**src/rtl/alu_mc_pkg.sv**
```systemverilog
// rtl/alu_mc_pkg.sv - ALU op codes, multi-cycle state encodings and op-class helpers
package alu_mc_pkg;

    localparam logic [4:0] ALU_NOP   = 5'd0;
    localparam logic [4:0] ALU_ADDU  = 5'd1;
    localparam logic [4:0] ALU_ADD   = 5'd2;
    localparam logic [4:0] ALU_SUBU  = 5'd3;
    localparam logic [4:0] ALU_SUB   = 5'd4;
    localparam logic [4:0] ALU_AND   = 5'd5;
    localparam logic [4:0] ALU_OR    = 5'd6;
    localparam logic [4:0] ALU_NOR   = 5'd7;
    localparam logic [4:0] ALU_XOR   = 5'd8;
    localparam logic [4:0] ALU_SLT   = 5'd9;
    localparam logic [4:0] ALU_SLTU  = 5'd10;
    localparam logic [4:0] ALU_EQL   = 5'd11;
    localparam logic [4:0] ALU_BNE   = 5'd12;
    localparam logic [4:0] ALU_SLL   = 5'd13;
    localparam logic [4:0] ALU_SRL   = 5'd14;
    localparam logic [4:0] ALU_SRA   = 5'd15;
    localparam logic [4:0] ALU_MULT  = 5'd16;
    localparam logic [4:0] ALU_MULTU = 5'd17;
    localparam logic [4:0] ALU_DIV   = 5'd18;
    localparam logic [4:0] ALU_DIVU  = 5'd19;

    typedef enum logic [1:0] {
        ALUMC_IDLE  = 2'd0,
        ALUMC_SHIFT = 2'd1,
        ALUMC_MUL   = 2'd2,
        ALUMC_DIV   = 2'd3
    } alumc_state_e;

    function automatic logic is_shift_op(input logic [4:0] op);
        return (op == ALU_SLL) || (op == ALU_SRL) || (op == ALU_SRA);
    endfunction

    function automatic logic is_mul_op(input logic [4:0] op);
        return (op == ALU_MULT) || (op == ALU_MULTU);
    endfunction

    function automatic logic is_div_op(input logic [4:0] op);
        return (op == ALU_DIV) || (op == ALU_DIVU);
    endfunction

endpackage

```
**src/rtl/alu_mdu_iter.sv**
```systemverilog
// rtl/alu_mdu_iter.sv - iterative shift-add multiplier and restoring divider with sign fix-up
module alu_mdu_iter
    import alu_mc_pkg::*;
#(
    parameter int WIDTH = 32
) (
    input  logic             clk,
    input  logic             rst,
    input  logic             start,
    input  logic             flush,
    input  logic             is_div,
    input  logic             is_signed,
    input  logic [WIDTH-1:0] a,
    input  logic [WIDTH-1:0] b,
    output logic             done,
    output logic [WIDTH-1:0] hi_res,
    output logic [WIDTH-1:0] lo_res
);

    localparam int CW = $clog2(WIDTH);

    logic             busy;
    logic [CW-1:0]    cnt;
    logic             div_mode;
    logic             neg_res;
    logic             neg_rem;
    logic             div_zero;
    logic [WIDTH-1:0] dividend;
    logic [WIDTH-1:0] acc_hi;
    logic [WIDTH-1:0] acc_lo;
    logic [WIDTH-1:0] opnd;

    logic             sign_a;
    logic             sign_b;
    logic [WIDTH-1:0] mag_a;
    logic [WIDTH-1:0] mag_b;
    logic [WIDTH:0]   mul_sum;
    logic [WIDTH:0]   div_sh;
    logic [WIDTH:0]   div_diff;
    logic [WIDTH-1:0] nxt_hi;
    logic [WIDTH-1:0] nxt_lo;
    logic [2*WIDTH-1:0] prod;

    // Operand magnitudes for the signed variants; unsigned ops pass straight through
    always_comb begin
        sign_a = is_signed && a[WIDTH-1];
        sign_b = is_signed && b[WIDTH-1];
        mag_a  = sign_a ? -a : a;
        mag_b  = sign_b ? -b : b;
    end

    // One iteration: multiplier adds-then-shifts right, divider shifts-left-then-trial-subtracts
    always_comb begin
        mul_sum  = {1'b0, acc_hi} + (acc_lo[0] ? {1'b0, opnd} : {(WIDTH+1){1'b0}});
        div_sh   = {acc_hi, acc_lo[WIDTH-1]};
        div_diff = div_sh - {1'b0, opnd};
        nxt_hi   = '0;
        nxt_lo   = '0;
        if (div_mode) begin
            if (div_diff[WIDTH]) begin
                nxt_hi = div_sh[WIDTH-1:0];
                nxt_lo = {acc_lo[WIDTH-2:0], 1'b0};
            end else begin
                nxt_hi = div_diff[WIDTH-1:0];
                nxt_lo = {acc_lo[WIDTH-2:0], 1'b1};
            end
        end else begin
            nxt_hi = mul_sum[WIDTH:1];
            nxt_lo = {mul_sum[0], acc_lo[WIDTH-1:1]};
        end
    end

    // Final-iteration results with sign restoration and the divide-by-zero override
    always_comb begin
        prod   = {nxt_hi, nxt_lo};
        hi_res = '0;
        lo_res = '0;
        if (div_mode) begin
            if (div_zero) begin
                lo_res = '1;
                hi_res = dividend;
            end else begin
                lo_res = neg_res ? -nxt_lo : nxt_lo;
                hi_res = neg_rem ? -nxt_hi : nxt_hi;
            end
        end else begin
            if (neg_res) begin
                prod = -prod;
            end
            hi_res = prod[2*WIDTH-1:WIDTH];
            lo_res = prod[WIDTH-1:0];
        end
        done = busy && (cnt == CW'(WIDTH-1));
    end

    // Iteration state: loaded on start, stepped once per cycle, dropped on flush or completion
    always_ff @(posedge clk) begin
        if (rst) begin
            busy     <= 1'b0;
            cnt      <= '0;
            div_mode <= 1'b0;
            neg_res  <= 1'b0;
            neg_rem  <= 1'b0;
            div_zero <= 1'b0;
            dividend <= '0;
            acc_hi   <= '0;
            acc_lo   <= '0;
            opnd     <= '0;
        end else if (start) begin
            busy     <= 1'b1;
            cnt      <= '0;
            div_mode <= is_div;
            neg_res  <= sign_a ^ sign_b;
            neg_rem  <= sign_a;
            div_zero <= (b == '0);
            dividend <= a;
            acc_hi   <= '0;
            acc_lo   <= is_div ? mag_a : mag_b;
            opnd     <= is_div ? mag_b : mag_a;
        end else if (busy) begin
            if (flush || done) begin
                busy <= 1'b0;
                cnt  <= '0;
            end else begin
                cnt <= cnt + CW'(1);
            end
            acc_hi <= nxt_hi;
            acc_lo <= nxt_lo;
        end
    end

endmodule

```
**src/rtl/alu_mc.sv**
```systemverilog
// rtl/alu_mc.sv - multi-cycle EX-stage ALU with iterative shifter, MUL/DIV and HI/LO
module alu_mc
    import alu_mc_pkg::*;
#(
    parameter int WIDTH = 32,
    parameter int SHW   = $clog2(WIDTH)
) (
    input  logic             clk,
    input  logic             rst,
    input  logic             flush,
    input  logic             in_valid,
    output logic             in_ready,
    input  logic [4:0]       op,
    input  logic [WIDTH-1:0] src_a,
    input  logic [WIDTH-1:0] src_b,
    output logic             out_valid,
    output logic [WIDTH-1:0] result,
    output logic             overflow,
    output logic [WIDTH-1:0] hi,
    output logic [WIDTH-1:0] lo
);

    alumc_state_e state, state_nxt;

    logic [WIDTH-1:0] sh_val;
    logic [SHW-1:0]   sh_cnt;
    logic [4:0]       sh_op;
    logic [SHW-1:0]   shamt;
    logic [WIDTH-1:0] sh_step;
    logic             shift_last;

    logic             accept;
    logic             go_shift;
    logic             go_mul;
    logic             go_div;
    logic             go_single;

    logic [WIDTH-1:0] add_res;
    logic [WIDTH-1:0] sub_res;
    logic [WIDTH-1:0] single_res;
    logic             single_ov;

    logic             mdu_done;
    logic [WIDTH-1:0] mdu_hi;
    logic [WIDTH-1:0] mdu_lo;

    assign in_ready = (state == ALUMC_IDLE) && !rst;
    assign shamt    = src_a[SHW-1:0];

    alu_mdu_iter #(
        .WIDTH(WIDTH)
    ) u_mdu (
        .clk      (clk),
        .rst      (rst),
        .start    (go_mul || go_div),
        .flush    (flush),
        .is_div   (go_div),
        .is_signed((op == ALU_MULT) || (op == ALU_DIV)),
        .a        (src_a),
        .b        (src_b),
        .done     (mdu_done),
        .hi_res   (mdu_hi),
        .lo_res   (mdu_lo)
    );

    // State register
    always_ff @(posedge clk) begin
        if (rst) begin
            state <= ALUMC_IDLE;
        end else begin
            state <= state_nxt;
        end
    end

    // Accept decode and next state; a zero shift amount is treated as a single-cycle op
    always_comb begin
        accept     = in_valid && in_ready && !flush;
        go_shift   = accept && is_shift_op(op) && (shamt != '0);
        go_mul     = accept && is_mul_op(op);
        go_div     = accept && is_div_op(op);
        go_single  = accept && !go_shift && !go_mul && !go_div;
        shift_last = (sh_cnt == SHW'(1));
        state_nxt  = state;
        case (state)
            ALUMC_IDLE: begin
                if (go_shift) begin
                    state_nxt = ALUMC_SHIFT;
                end else if (go_mul) begin
                    state_nxt = ALUMC_MUL;
                end else if (go_div) begin
                    state_nxt = ALUMC_DIV;
                end
            end
            ALUMC_SHIFT: begin
                if (flush || shift_last) begin
                    state_nxt = ALUMC_IDLE;
                end
            end
            ALUMC_MUL, ALUMC_DIV: begin
                if (flush || mdu_done) begin
                    state_nxt = ALUMC_IDLE;
                end
            end
            default: state_nxt = ALUMC_IDLE;
        endcase
    end

    // Single-cycle arithmetic, logic and compare results with signed-overflow detection
    always_comb begin
        add_res    = src_a + src_b;
        sub_res    = src_a - src_b;
        single_res = '0;
        single_ov  = 1'b0;
        case (op)
            ALU_ADDU: single_res = add_res;
            ALU_ADD: begin
                single_res = add_res;
                single_ov  = (src_a[WIDTH-1] == src_b[WIDTH-1]) && (add_res[WIDTH-1] != src_a[WIDTH-1]);
            end
            ALU_SUBU: single_res = sub_res;
            ALU_SUB: begin
                single_res = sub_res;
                single_ov  = (src_a[WIDTH-1] != src_b[WIDTH-1]) && (sub_res[WIDTH-1] != src_a[WIDTH-1]);
            end
            ALU_AND:  single_res = src_a & src_b;
            ALU_OR:   single_res = src_a | src_b;
            ALU_NOR:  single_res = ~(src_a | src_b);
            ALU_XOR:  single_res = src_a ^ src_b;
            ALU_SLT:  single_res = {{(WIDTH-1){1'b0}}, $signed(src_a) < $signed(src_b)};
            ALU_SLTU: single_res = {{(WIDTH-1){1'b0}}, src_a < src_b};
            ALU_EQL:  single_res = {{(WIDTH-1){1'b0}}, src_a == src_b};
            ALU_BNE:  single_res = {{(WIDTH-1){1'b0}}, src_a != src_b};
            ALU_SLL, ALU_SRL, ALU_SRA: single_res = src_b;
            default:  single_res = '0;
        endcase
    end

    // One-bit shift step of the iterative shifter
    always_comb begin
        case (sh_op)
            ALU_SLL: sh_step = {sh_val[WIDTH-2:0], 1'b0};
            ALU_SRL: sh_step = {1'b0, sh_val[WIDTH-1:1]};
            default: sh_step = {sh_val[WIDTH-1], sh_val[WIDTH-1:1]};
        endcase
    end

    // Result, overflow, HI/LO and shifter registers; out_valid pulses on each completion
    always_ff @(posedge clk) begin
        if (rst) begin
            out_valid <= 1'b0;
            result    <= '0;
            overflow  <= 1'b0;
            hi        <= '0;
            lo        <= '0;
            sh_val    <= '0;
            sh_cnt    <= '0;
            sh_op     <= ALU_NOP;
        end else begin
            out_valid <= 1'b0;
            case (state)
                ALUMC_IDLE: begin
                    if (go_single) begin
                        result    <= single_res;
                        overflow  <= single_ov;
                        out_valid <= 1'b1;
                    end
                    if (go_shift) begin
                        sh_val <= src_b;
                        sh_cnt <= shamt;
                        sh_op  <= op;
                    end
                end
                ALUMC_SHIFT: begin
                    if (flush) begin
                        sh_cnt <= '0;
                    end else begin
                        sh_val <= sh_step;
                        sh_cnt <= sh_cnt - SHW'(1);
                        if (shift_last) begin
                            result    <= sh_step;
                            overflow  <= 1'b0;
                            out_valid <= 1'b1;
                        end
                    end
                end
                ALUMC_MUL, ALUMC_DIV: begin
                    if (!flush && mdu_done) begin
                        hi        <= mdu_hi;
                        lo        <= mdu_lo;
                        result    <= mdu_lo;
                        overflow  <= 1'b0;
                        out_valid <= 1'b1;
                    end
                end
                default: ;
            endcase
        end
    end

endmodule

```
**config.mk**
```make
export PLATFORM = sky130hd
export DESIGN_NAME = alu_mc
export DESIGN_NICKNAME = d
export VERILOG_FILES = /design/src/rtl/alu_mc_pkg.sv /design/src/rtl/alu_mdu_iter.sv /design/src/rtl/alu_mc.sv
export SDC_FILE = /design/constraint.sdc
export NUM_CORES = 1
export LEC_CHECK = 0
export BUFFER_PORTS_ARGS = -buffer_cell sky130_fd_sc_hd__buf_2
export CAP_MARGIN = 20
export CORE_ASPECT_RATIO = 1.25
export CORE_MARGIN = 2
export CORE_UTILIZATION = 52
export DETAILED_ROUTE_END_ITERATION = 7
export PLACE_DENSITY = 0.71
export SLEW_MARGIN = 20
export SYNTH_ARGS = -nofsm -noshare
export SYNTH_HDL_FRONTEND = slang
export SYNTH_SLANG_ARGS = --single-unit
```
**constraint.sdc**
```tcl
create_clock -name clk -period 5.4 [get_ports clk]
set_clock_uncertainty 0.05 [all_clocks]
set_input_delay 0.81 -clock clk [delete_from_list [all_inputs] [get_ports clk]]
set_output_delay 0.81 -clock clk [all_outputs]
set_load 0.05 [all_outputs]
```
==> flow_metrics.env <==
export IMPL_status="finished, violations left"
export IMPL_violations="DRC"
export IMPL_drive_gt1_share_pct=13.4
export IMPL_area_growth_pct=13.5
export IMPL_grt_pass1_vias=28600
export IMPL_clock_sinks=280
export IMPL_power_switching_mw=2.15
export IMPL_ys_flop_type="dfxtp_1"
export IMPL_ys_seq_area_share_pct=21.1
export IMPL_max_stage_delay_ns=0.56
export IMPL_wl_per_cell_um=27.7
export IMPL_intPower_mw=4.06
export IMPL_fin_nets=4142
export IMPL_finalCritPeriodShare_pct=95.1
export IMPL_finalMaxSlewViolations=0
export IMPL_dieArea_um2=53000
export IMPL_slowest_stage="or4_1"
export IMPL_antenna_left=0
export IMPL_syn_inst=3750
export IMPL_port_buffer_count=171
export IMPL_hpwl_um=97700
export IMPL_numCtsBuffers=31
export IMPL_die_y_um=257
export IMPL_postCtsSetupRepairBufs=0
export IMPL_fin_cells=4585
export IMPL_synth_edf_count=0
export IMPL_power_per_cell_area_nw_per_um2=206
export IMPL_yosys_warnings=0
export IMPL_dp_cells=4520
export IMPL_path_clk_slew_ns=0.06
export IMPL_sequentialPowerShare_pct=34.2
export IMPL_async_flop_share_pct=0
export IMPL_arrival_ns=5.61
export IMPL_avgViaCountPerCell=6.74
export IMPL_clk_latency_ns=0.63
export IMPL_rows=92
export IMPL_grt_pass1_wl_um=185000
export IMPL_required_ns=5.87
export IMPL_gp_congestion=1.10
export IMPL_initial_core_util_pct=52.6
export IMPL_drc=5
export IMPL_worst_pin_slew_ns=1.15
export IMPL_crit_buf_inv=4
export IMPL_path_common_cell="buf_4"
export IMPL_fin_util_pct=59.7
export IMPL_wl_um=127000
export IMPL_cap_violations=0
export IMPL_hold_path_class="reg2reg"
export IMPL_hold_viol=0
export IMPL_vdd_ir_drop_max_mv=0.274
export IMPL_setup_viol=0
export IMPL_critPathKind="reg2reg"
export IMPL_ctsHtreeMaxLevel=1
export IMPL_layout_commonest_cell="nor2_1"
export IMPL_antenna_found_initial=12
export IMPL_syn_num_nets=3997
export IMPL_cp_cell_sequence="inv_1 -> ha_1 -> fa_1 -> nand2b_1 -> a21oi_2 -> o31a_4 -> a2111oi_4 -> or4_1 -> buf_4 -> nand3_4 -> buf_4 -> nand3_1 -> a31oi_4 -> nor4b_2 -> nand4b_1 -> buf_4 -> o41ai_2 -> xor2_1 -> o21ai_1 -> a21o_1"
export IMPL_syn_area_um2=26600
export IMPL_io_pins=172
export IMPL_synth_cell_types=107
export IMPL_pwr_share_comb_pct=26.7
export IMPL_crit_path_end_kind="flop"
export IMPL_grt_ovfl_total=0
export IMPL_ys_ff_latch=280
export IMPL_die_w_um=206
export IMPL_fin_crit_ns=5.14
export IMPL_vias=30900
export IMPL_core_area_um2=50500
export IMPL_power_leakage_nw=12.1
export IMPL_syn_mean_instance_area_um2=7.09
export IMPL_crit_family="simple AND/OR/NAND/NOR gates"
export IMPL_drtPass1Iterations=8
export IMPL_start_kind="flop"
export IMPL_root_buffer="clkbuf_16"
export IMPL_critical_path_max_fanout=20
export IMPL_swShare_pct=34.6
export IMPL_clock_path_buffers=3
export IMPL_relSlewSlack_pct=21.8
export IMPL_drtIter0Drc=3933
export IMPL_fmax_mhz=195
export IMPL_cts_tree="built"
export IMPL_grt_max_degree=112
export IMPL_track_usage_pct=46.7
export IMPL_pwr_share_clk_pct=39.1
export IMPL_final_cell_mix="499 x nor2_1, 349 x a21oi_1, 320 x nand2_1"
-- metal layers --
metal | vias to the layer above | part of all wire (%) | GRT usage, %
li1 | 13900 | - | -
met5 | - | 0.044 | 0
met4 | 10 | 11 | 43.2
met3 | 609 | 9.7 | 9.43
met1 | 14400 | 35 | 52.5
met2 | 1971 | 44 | 73.4
-- worst reg2reg max path: stages, from the launching register on --
cell and delay (ns):
dfxtp_1 0.33, inv_1 0.04, ha_1 0.19, fa_1 0.40
nand2b_1 0.19, a21oi_2 0.20, o31a_4 0.24, a2111oi_4 0.09
or4_1 0.56, buf_4 0.21, nand3_4 0.14, buf_4 0.28
nand3_1 0.18, a31oi_4 0.29, nor4b_2 0.43, nand4b_1 0.32
buf_4 0.23, o41ai_2 0.24, xor2_1 0.17, o21ai_1 0.07
a21o_1 0.19
-- final timing paths --
kind	from	endpoint	slack [ns]	depth (start not counted)
worst max-delay path	u_mdu.acc_lo[31]	hi[29]	0.26	20
worst min-delay path	hi[1]	hi[1]	0.40	2
worst max register to register	u_mdu.acc_lo[31]	hi[29]	0.26	20
worst min register to register	hi[1]	hi[1]	0.40	2
-- through the flow --
step	setup WS [ns]	hold WS (ns)	total power, mW	area [µm²]	TNS [ns]
2_1_floorplan	0.365	0.382	3.15	26600	0
3_3_place_gp	0.247	0.396	3.74	28900	0
3_5_place_dp	0.143	0.394	3.74	28900	0
4_1_cts	0.124	0.402	6.13	30000	0
5_1_grt	-0.0115	0.420	6.36	30100	-0.0167
6_report	0.262	0.405	6.21	30200	0
-- what timing repair did --
| action | in CTS | in global routing |
|---|---|---|
| hold endpoints to repair | 0 | 0 |
| hold buffers | 0 | 0 |
| resized for setup | 0 | 22 |
| setup endpoints to repair | 0 | 19 |
-- area by class of cell --
cell class,instances,area (µm²)
Fill cell,4932,20400
Timing Repair Buffer,375,2430
Sequential cell,280,5610
Clock buffer,42,908
Multi-Input combinational cell,3038,19500
Clock inverter,15,236
Inverter,169,634
Tap cell,658,823
Antenna cell,8,20.0
-- cells in the mapped netlist, drive strengths merged, types with 16 or more instances --
library cell	count	share of area, %
nor2	502	7.1
a21oi	353	6.7
nand2	324	4.6
dfxtp	280	21
o21ai	230	4.3
clkbuf	212	3.0
ha	170	8.0
inv	167	2.4
xnor2	139	4.6
nor3	126	2.4
mux2i	100	3.8
nand3	91	1.8
o211ai	81	2.3
a211oi	64	1.8
a21o	59	1.7
a31oi	58	1.5
and2	56	1.3
buf	51	0.93
xor2	47	1.5
o31ai	42	1.2
nor4	40	1.1
nand4	36	0.85
a311oi	35	1.2
nand2b	33	0.78
o22ai	33	0.78
or3	30	0.71
nand3b	29	0.82
o21bai	28	0.79
a2111oi	21	0.79
a221oi	21	0.69
and3	20	0.49
nor3b	18	0.51
o21a	17	0.48
or2	16	0.38
-- flip-flops by register name, indices dropped and copies added (netlist names), 2 cells and up --
name,flops
hi,32
lo,32
result,32
sh_val,32
u_mdu.acc_hi,32
u_mdu.acc_lo,32
u_mdu.dividend,32
u_mdu.opnd,32
sh_cnt,5
sh_op,5
u_mdu.cnt,5
state,2
-- power groups by stage --
| stage | combinational, mW | clock (mW) | sequential [mW] |
|---|---|---|---|
| after CTS | 1.58 | 2.42 | 2.12 |
| after global routing | 1.74 | 2.49 | 2.13 |
| after global placement | 1.57 | 0 | 2.17 |
| final | 1.66 | 2.43 | 2.13 |
| after floorplan | 0.944 | 0 | 2.20 |
| after detailed placement | 1.57 | 0 | 2.17 |
-- cell families (layout without fill, tap and decap cells) --
family	Yosys count	in the layout	share of synthesized area [%]
AOI/OAI and AO/OA	1197	1197	29.5
muxes	104	104	3.93
DFF	280	280	21.1
adders and majority gates	174	174	8.30
other	0	8	0
and+or+nand+nor	1377	1377	24.7
xor gates and xnor gates	186	186	6.13
buffers and inverters	432	601	6.31
No activity file was read; power rests on OpenSTA's default activity.
